===== src/rtl/uart_rx_ctrl_pkg.sv =====
// Shared definitions for the UART receive frame controller: state
// encoding, the legal oversampling ratios and the edge-counter wrap rule.
package uart_rx_ctrl_pkg;

    localparam int PS_W = 6;

    typedef enum logic [2:0] {
        IDLE   = 3'd0,
        START  = 3'd1,
        DATA   = 3'd2,
        PARITY = 3'd3,
        STOP   = 3'd4
    } rx_state_t;

    localparam logic [PS_W-1:0] PRESCALE_8  = 6'd8;
    localparam logic [PS_W-1:0] PRESCALE_16 = 6'd16;
    localparam logic [PS_W-1:0] PRESCALE_32 = 6'd32;

    // Last edge_cnt value before wrapping; unsupported ratios behave as 8.
    function automatic logic [PS_W-1:0] wrap_value(input logic [PS_W-1:0] prescale);
        case (prescale)
            PRESCALE_16: return 6'd15;
            PRESCALE_32: return 6'd31;
            default:     return 6'd7;
        endcase
    endfunction

endpackage


===== src/rtl/uart_rx_edge_bit_cnt.sv =====
// Oversampling tick counter: counts ticks within the current bit while a
// frame is active and wraps at the prescale-dependent limit.
module uart_rx_edge_bit_cnt
    import uart_rx_ctrl_pkg::*;
#(
    parameter int CNT_W = 6
) (
    input  logic             clk_RX,
    input  logic             rst,
    input  logic             en,
    input  logic             clr,
    input  logic [CNT_W-1:0] prescale,
    output logic [CNT_W-1:0] edge_cnt
);

    logic [CNT_W-1:0] wrap;

    assign wrap = CNT_W'(wrap_value(PS_W'(prescale)));

    // Hold at zero when idle or when the frame ends; otherwise count and wrap.
    // The >= compare recovers cleanly if prescale changes mid-frame.
    always_ff @(posedge clk_RX or negedge rst) begin
        if (!rst) begin
            edge_cnt <= '0;
        end else if (!en || clr) begin
            edge_cnt <= '0;
        end else if (edge_cnt >= wrap) begin
            edge_cnt <= '0;
        end else begin
            edge_cnt <= edge_cnt + 1'b1;
        end
    end

endmodule


===== src/rtl/uart_rx_ctrl.sv =====
// UART receive frame controller: start detection, LSB-first deserializing,
// optional parity check, stop check and registered result pulses.
// Sampler handshake: take_sample is held high while the sampler's vote is
// being formed; sampled_bit is taken only on its falling edge (the consume
// event), i.e. take_sample_d = 1 and take_sample = 0.
module uart_rx_ctrl
    import uart_rx_ctrl_pkg::*;
#(
    parameter int DATA_W = 8,
    parameter int CNT_W  = 6
) (
    input  logic              clk_RX,
    input  logic              rst,
    input  logic              RX_IN,
    input  logic [CNT_W-1:0]  prescale,
    input  logic              PAR_EN,
    input  logic              PAR_TYP,
    input  logic              sampled_bit,
    input  logic              take_sample,
    output logic [CNT_W-1:0]  edge_cnt,
    output logic              dat_samp_en,
    output logic [DATA_W-1:0] P_DATA,
    output logic              data_valid,
    output logic              par_err,
    output logic              stp_err,
    output logic              busy
);

    localparam int IDX_W = $clog2(DATA_W);

    rx_state_t         state;
    logic              take_sample_d;
    logic              consume;
    logic              cnt_clr;
    logic              par_en_l;
    logic              par_typ_l;
    logic              err;
    logic [DATA_W-1:0] shreg;
    logic [IDX_W-1:0]  bit_idx;

    assign consume = take_sample_d && !take_sample;
    assign busy    = (state != IDLE);
    // The counter restarts at zero for the next frame once this one closes.
    assign cnt_clr = consume && ((state == STOP) || ((state == START) && sampled_bit));

    uart_rx_edge_bit_cnt #(
        .CNT_W (CNT_W)
    ) u_edge_cnt (
        .clk_RX   (clk_RX),
        .rst      (rst),
        .en       (busy),
        .clr      (cnt_clr),
        .prescale (prescale),
        .edge_cnt (edge_cnt)
    );

    // Delayed strobe used to find the falling edge of take_sample.
    always_ff @(posedge clk_RX or negedge rst) begin
        if (!rst) begin
            take_sample_d <= 1'b0;
        end else begin
            take_sample_d <= take_sample;
        end
    end

    // Frame FSM with deserializer, parity/stop checks and registered pulses.
    always_ff @(posedge clk_RX or negedge rst) begin
        if (!rst) begin
            state       <= IDLE;
            dat_samp_en <= 1'b0;
            par_en_l    <= 1'b0;
            par_typ_l   <= 1'b0;
            err         <= 1'b0;
            shreg       <= '0;
            bit_idx     <= '0;
            P_DATA      <= '0;
            data_valid  <= 1'b0;
            par_err     <= 1'b0;
            stp_err     <= 1'b0;
        end else begin
            data_valid <= 1'b0;
            par_err    <= 1'b0;
            stp_err    <= 1'b0;
            case (state)
                IDLE: begin
                    if (!RX_IN) begin
                        state       <= START;
                        par_en_l    <= PAR_EN;
                        par_typ_l   <= PAR_TYP;
                        dat_samp_en <= 1'b1;
                        err         <= 1'b0;
                        bit_idx     <= '0;
                    end
                end
                START: begin
                    if (consume) begin
                        if (sampled_bit) begin
                            state       <= IDLE;
                            dat_samp_en <= 1'b0;
                        end else begin
                            state   <= DATA;
                            bit_idx <= '0;
                        end
                    end
                end
                DATA: begin
                    if (consume) begin
                        shreg   <= {sampled_bit, shreg[DATA_W-1:1]};
                        bit_idx <= bit_idx + 1'b1;
                        if (bit_idx == IDX_W'(DATA_W - 1)) begin
                            state <= par_en_l ? PARITY : STOP;
                        end
                    end
                end
                PARITY: begin
                    if (consume) begin
                        err   <= (sampled_bit != ((^shreg) ^ par_typ_l));
                        state <= STOP;
                    end
                end
                STOP: begin
                    if (consume) begin
                        if (!sampled_bit) begin
                            stp_err <= 1'b1;
                        end else if (err) begin
                            par_err <= 1'b1;
                        end else begin
                            P_DATA     <= shreg;
                            data_valid <= 1'b1;
                        end
                        state       <= IDLE;
                        dat_samp_en <= 1'b0;
                    end
                end
                default: begin
                    state       <= IDLE;
                    dat_samp_en <= 1'b0;
                end
            endcase
        end
    end

endmodule


===== config.mk =====
export PLATFORM = sky130hd
export DESIGN_NAME = uart_rx_ctrl
export DESIGN_NICKNAME = d
export VERILOG_FILES = /design/src/rtl/uart_rx_ctrl_pkg.sv /design/src/rtl/uart_rx_edge_bit_cnt.sv /design/src/rtl/uart_rx_ctrl.sv
export SDC_FILE = /design/constraint.sdc
export NUM_CORES = 1
export LEC_CHECK = 0
export ABC_AREA = 1
export CAP_MARGIN = 20
export CELL_PAD_IN_SITES_DETAIL_PLACEMENT = 1
export CELL_PAD_IN_SITES_GLOBAL_PLACEMENT = 1
export CORE_ASPECT_RATIO = 0.9
export CORE_MARGIN = 1
export CORE_UTILIZATION = 35
export CTS_CLUSTER_SIZE = 30
export DETAILED_ROUTE_END_ITERATION = 8
export PLACE_DENSITY = 0.76
export RECOVER_POWER = 100
export SLEW_MARGIN = 10
export SYNTH_ARGS = -nofsm -noshare
export SYNTH_HDL_FRONTEND = slang
export SYNTH_SLANG_ARGS = --single-unit

===== constraint.sdc =====
create_clock -name clk_RX -period 1.29 [get_ports clk_RX]
set_input_delay 0.258 -clock clk_RX [delete_from_list [all_inputs] [get_ports clk_RX]]
set_output_delay 0.258 -clock clk_RX [all_outputs]
set_load 0.02 [all_outputs]

==> results.yml <==
run_status:
  status: "finished, violations left"
  failed_checks: "negative setup slack"
finish:
  finish.utilization_pct: 60.2
  area_growth_pct: 60.1
  n_fill_cell: 580
  seq_area_um2: 903
  drive_gt1_share_pct: 48.8
  antennaDiodeCount: 0
  fin_nets: 312
  layout_common_cells: "nand2_1, dfrtp_1, buf_4, o21ai_2, inv_1"
  multi_input_area_um2: 1160
  final_common_cell: "nand2_1"
  fin_cells: 360
sta:
  relSlewSlack_pct: 43.4
  fin_crit_ns: 1.54
  rsz0062_at_grt: "true"
  fin_crit_sh_pct: 120
  setup_violations: 27
  layout_setup_ws_ns: -0.254
  fmax_mhz: 647
  worst-slew-pin-transition_ns: 0.849
  drv_slew: 0
  hold_viol: 0
  skew_ns: 0.00958
pwr:
  p_per_area_nw_per_um2: 1860
  ir_drop_mv: 1.47
  p_leak_nw: 1.45
yosys:
  synth_seq_area_share_pct: 47.8
  ys_seq_elements: 36
  avgSynthCellArea_um2: 8.72
  yosysUniqueCellTypes: 30
  syn_inst: 216
  syn-cell-area_um2: 1880
  synth_fp_nets: 234
  ys_warn_count: 0
run:
  drv_cap: 0
cts:
  cts_buffer_depth: 2
  holdBufCountCts: 0
  numCtsBuffers: 5
  cts-root-buf: "clkbuf_8"
  clkSinkCount: 36
  clk_latency_ns: 0.30
  clkTransAtPathRegs_ns: 0.08
  cts_tree: "yes"
  h-tree-depth: 2
critical_path:
  slowest_stage: "nor4_4"
  start_kind: "input pin"
  critical-path-max-stage-delay_ns: 0.31
  cp.buffers_inverters: 2
  crit_required_ns: 1.51
  critPathMaxFanout: 6
  crit_cells: 10
  end_kind: "register"
  critPathArrivalTime_ns: 1.76
  cp_cell_sequence: "buf_6 -> nor4_4 -> nand2_1 -> o21a_1 -> ha_1 -> inv_2 -> nor2_4 -> o21ai_4 -> nand2_4 -> nor3b_2"
  path_delay_family: "simple AND/OR/NAND/NOR gates"
  r2r_cells: 9
  path_class: "input pin to register"
floorplanning:
  io_pins: 32
  die-area_um2: 5680
  die_x_um: 79.3
  core_um2: 5010
  initial_core_util_pct: 37.6
  die_y_um: 71.6
  fp-row-count: 24
routing:
  drc: 0
  dr.pass1.iters: 4
  vias: 1818
  ant_nets: 0
  avgViaCountPerCell: 5.05
  first_iter_violations: 72
  drt-total-wl_um: 6190
  wl_per_cell_um: 17.2
hold_path:
  hold_depth: 3
  hold_class: "input pin to register"
place:
  gp_congestion: 0.783
  place_hpwl_um: 3400
  place_ws_ns: -0.981
  portBuffers: 31
  place_inst: 343
global_routing:
  grt_pass1_vias: 1944
  grt_pass1_wl_um: 9340
  antenna_found_initial: 0
  track_usage_pct: 21.8
  grt_max_degree: 37
  overflow: 0
-- sequential cells by signal, summed over array words and instances, names as in the netlist --
name,count
P_DATA,8
shreg,8
u_edge_cnt.edge_cnt,6
bit_idx,3
state,3
dat_samp_en,1
data_valid,1
err,1
par_en_l,1
par_err,1
par_typ_l,1
stp_err,1
take_sample_d,1
-- layout make-up --
type                    instances  share of cell area (%)
flip-flops and latches         36                    29.9
multi-input cells             149                    38.4
repair buffers                 74                    21.4
clock inverters                 3                    1.41
inverters                      28                    3.82
clock buffers                   5                    2.28
well taps                      65                    2.70
-- worst min-delay path: stages --
cell and delay (ns):
dlymetal6s2s_1 0.25, buf_4 0.20, nor2_4 0.04
-- metrics by stage --
stage	setup TNS (ns)	hold WS (ns)	area (um2)	power, mW
global route	-6.42	0.489	3020	5.93
global placement	-10.59	0.461	2560	3.73
floorplan	-1.59	-0.0376	1920	2.87
finish	-4.05	0.484	3020	5.62
detailed placement	-12.13	0.472	2560	3.83
CTS	-4.79	0.353	2930	5.32
-- cells in the mapped netlist (all sizes together) --
master	count	area (um2)
nand2	69	277
ha	5	62.6
inv	28	105
buf	4	32.5
o21a	1	7.51
nor4	1	6.26
o22ai	1	6.26
nor3	9	50.1
nand3	7	35.0
o21ai	26	205
o211ai	1	12.5
a21oi	3	18.8
xor2	1	8.76
nand4	4	40.0
dfrtp	36	901
xnor2	3	26.3
nor2	15	76.3
nor3b	1	7.51
or2	1	6.26
-- kinds of logic after synthesis --
family | Yosys count | synth area share [%]
buffers and inverters | 32 | 7.30
DFF | 36 | 47.8
AOI/OAI and AO/OA | 32 | 13.3
and+or+nand+nor | 107 | 26.4
xor gates and xnor gates | 4 | 1.86
adders and majority gates | 5 | 3.32
-- layer usage --
layer	GRT usage (%)	part of all wire (%)	vias to the layer above
li1	-	-	850
met1	27.6	42	911
met2	37.2	53	43
met3	3.95	3.1	14
met4	8.48	2.0	0
met5	0	0	-
-- power breakdown --
group / switching [mW] / internal [mW] / total (mW)
clock network: 0.458 / 0.573 / 1.03
logic: 1.70 / 1.31 / 3.01
registers: 0.221 / 1.36 / 1.58
total: 2.38 / 3.24 / 5.62
-- what timing repair did --
item,CTS,global route
cloned,2,1
setup buffers,9,3
hold endpoints to repair,0,0
setup endpoints to repair,53,45
gates resized for setup,91,63
pin swaps,25,19
-- final timing paths --
check                                                  from                          endpoint  slack, ns
setup / recovery                                prescale[0]  u_edge_cnt.edge_cnt[1]$_DFF_PN0_      -0.25
hold / removal                                  sampled_bit                 stp_err$_DFF_PN0_       0.48
setup reg to reg                       state[1]$_DFFE_PN0P_              state[0]$_DFFE_PN0P_      -0.21
hold reg to reg            u_edge_cnt.edge_cnt[0]$_DFF_PN0_  u_edge_cnt.edge_cnt[0]$_DFF_PN0_       0.51
max in group asynchronous                               rst              state[0]$_DFFE_PN0P_       0.16
min in group asynchronous                               rst             P_DATA[1]$_DFFE_PN0P_       0.53
Note: power is estimated with default switching activity, not from simulation.
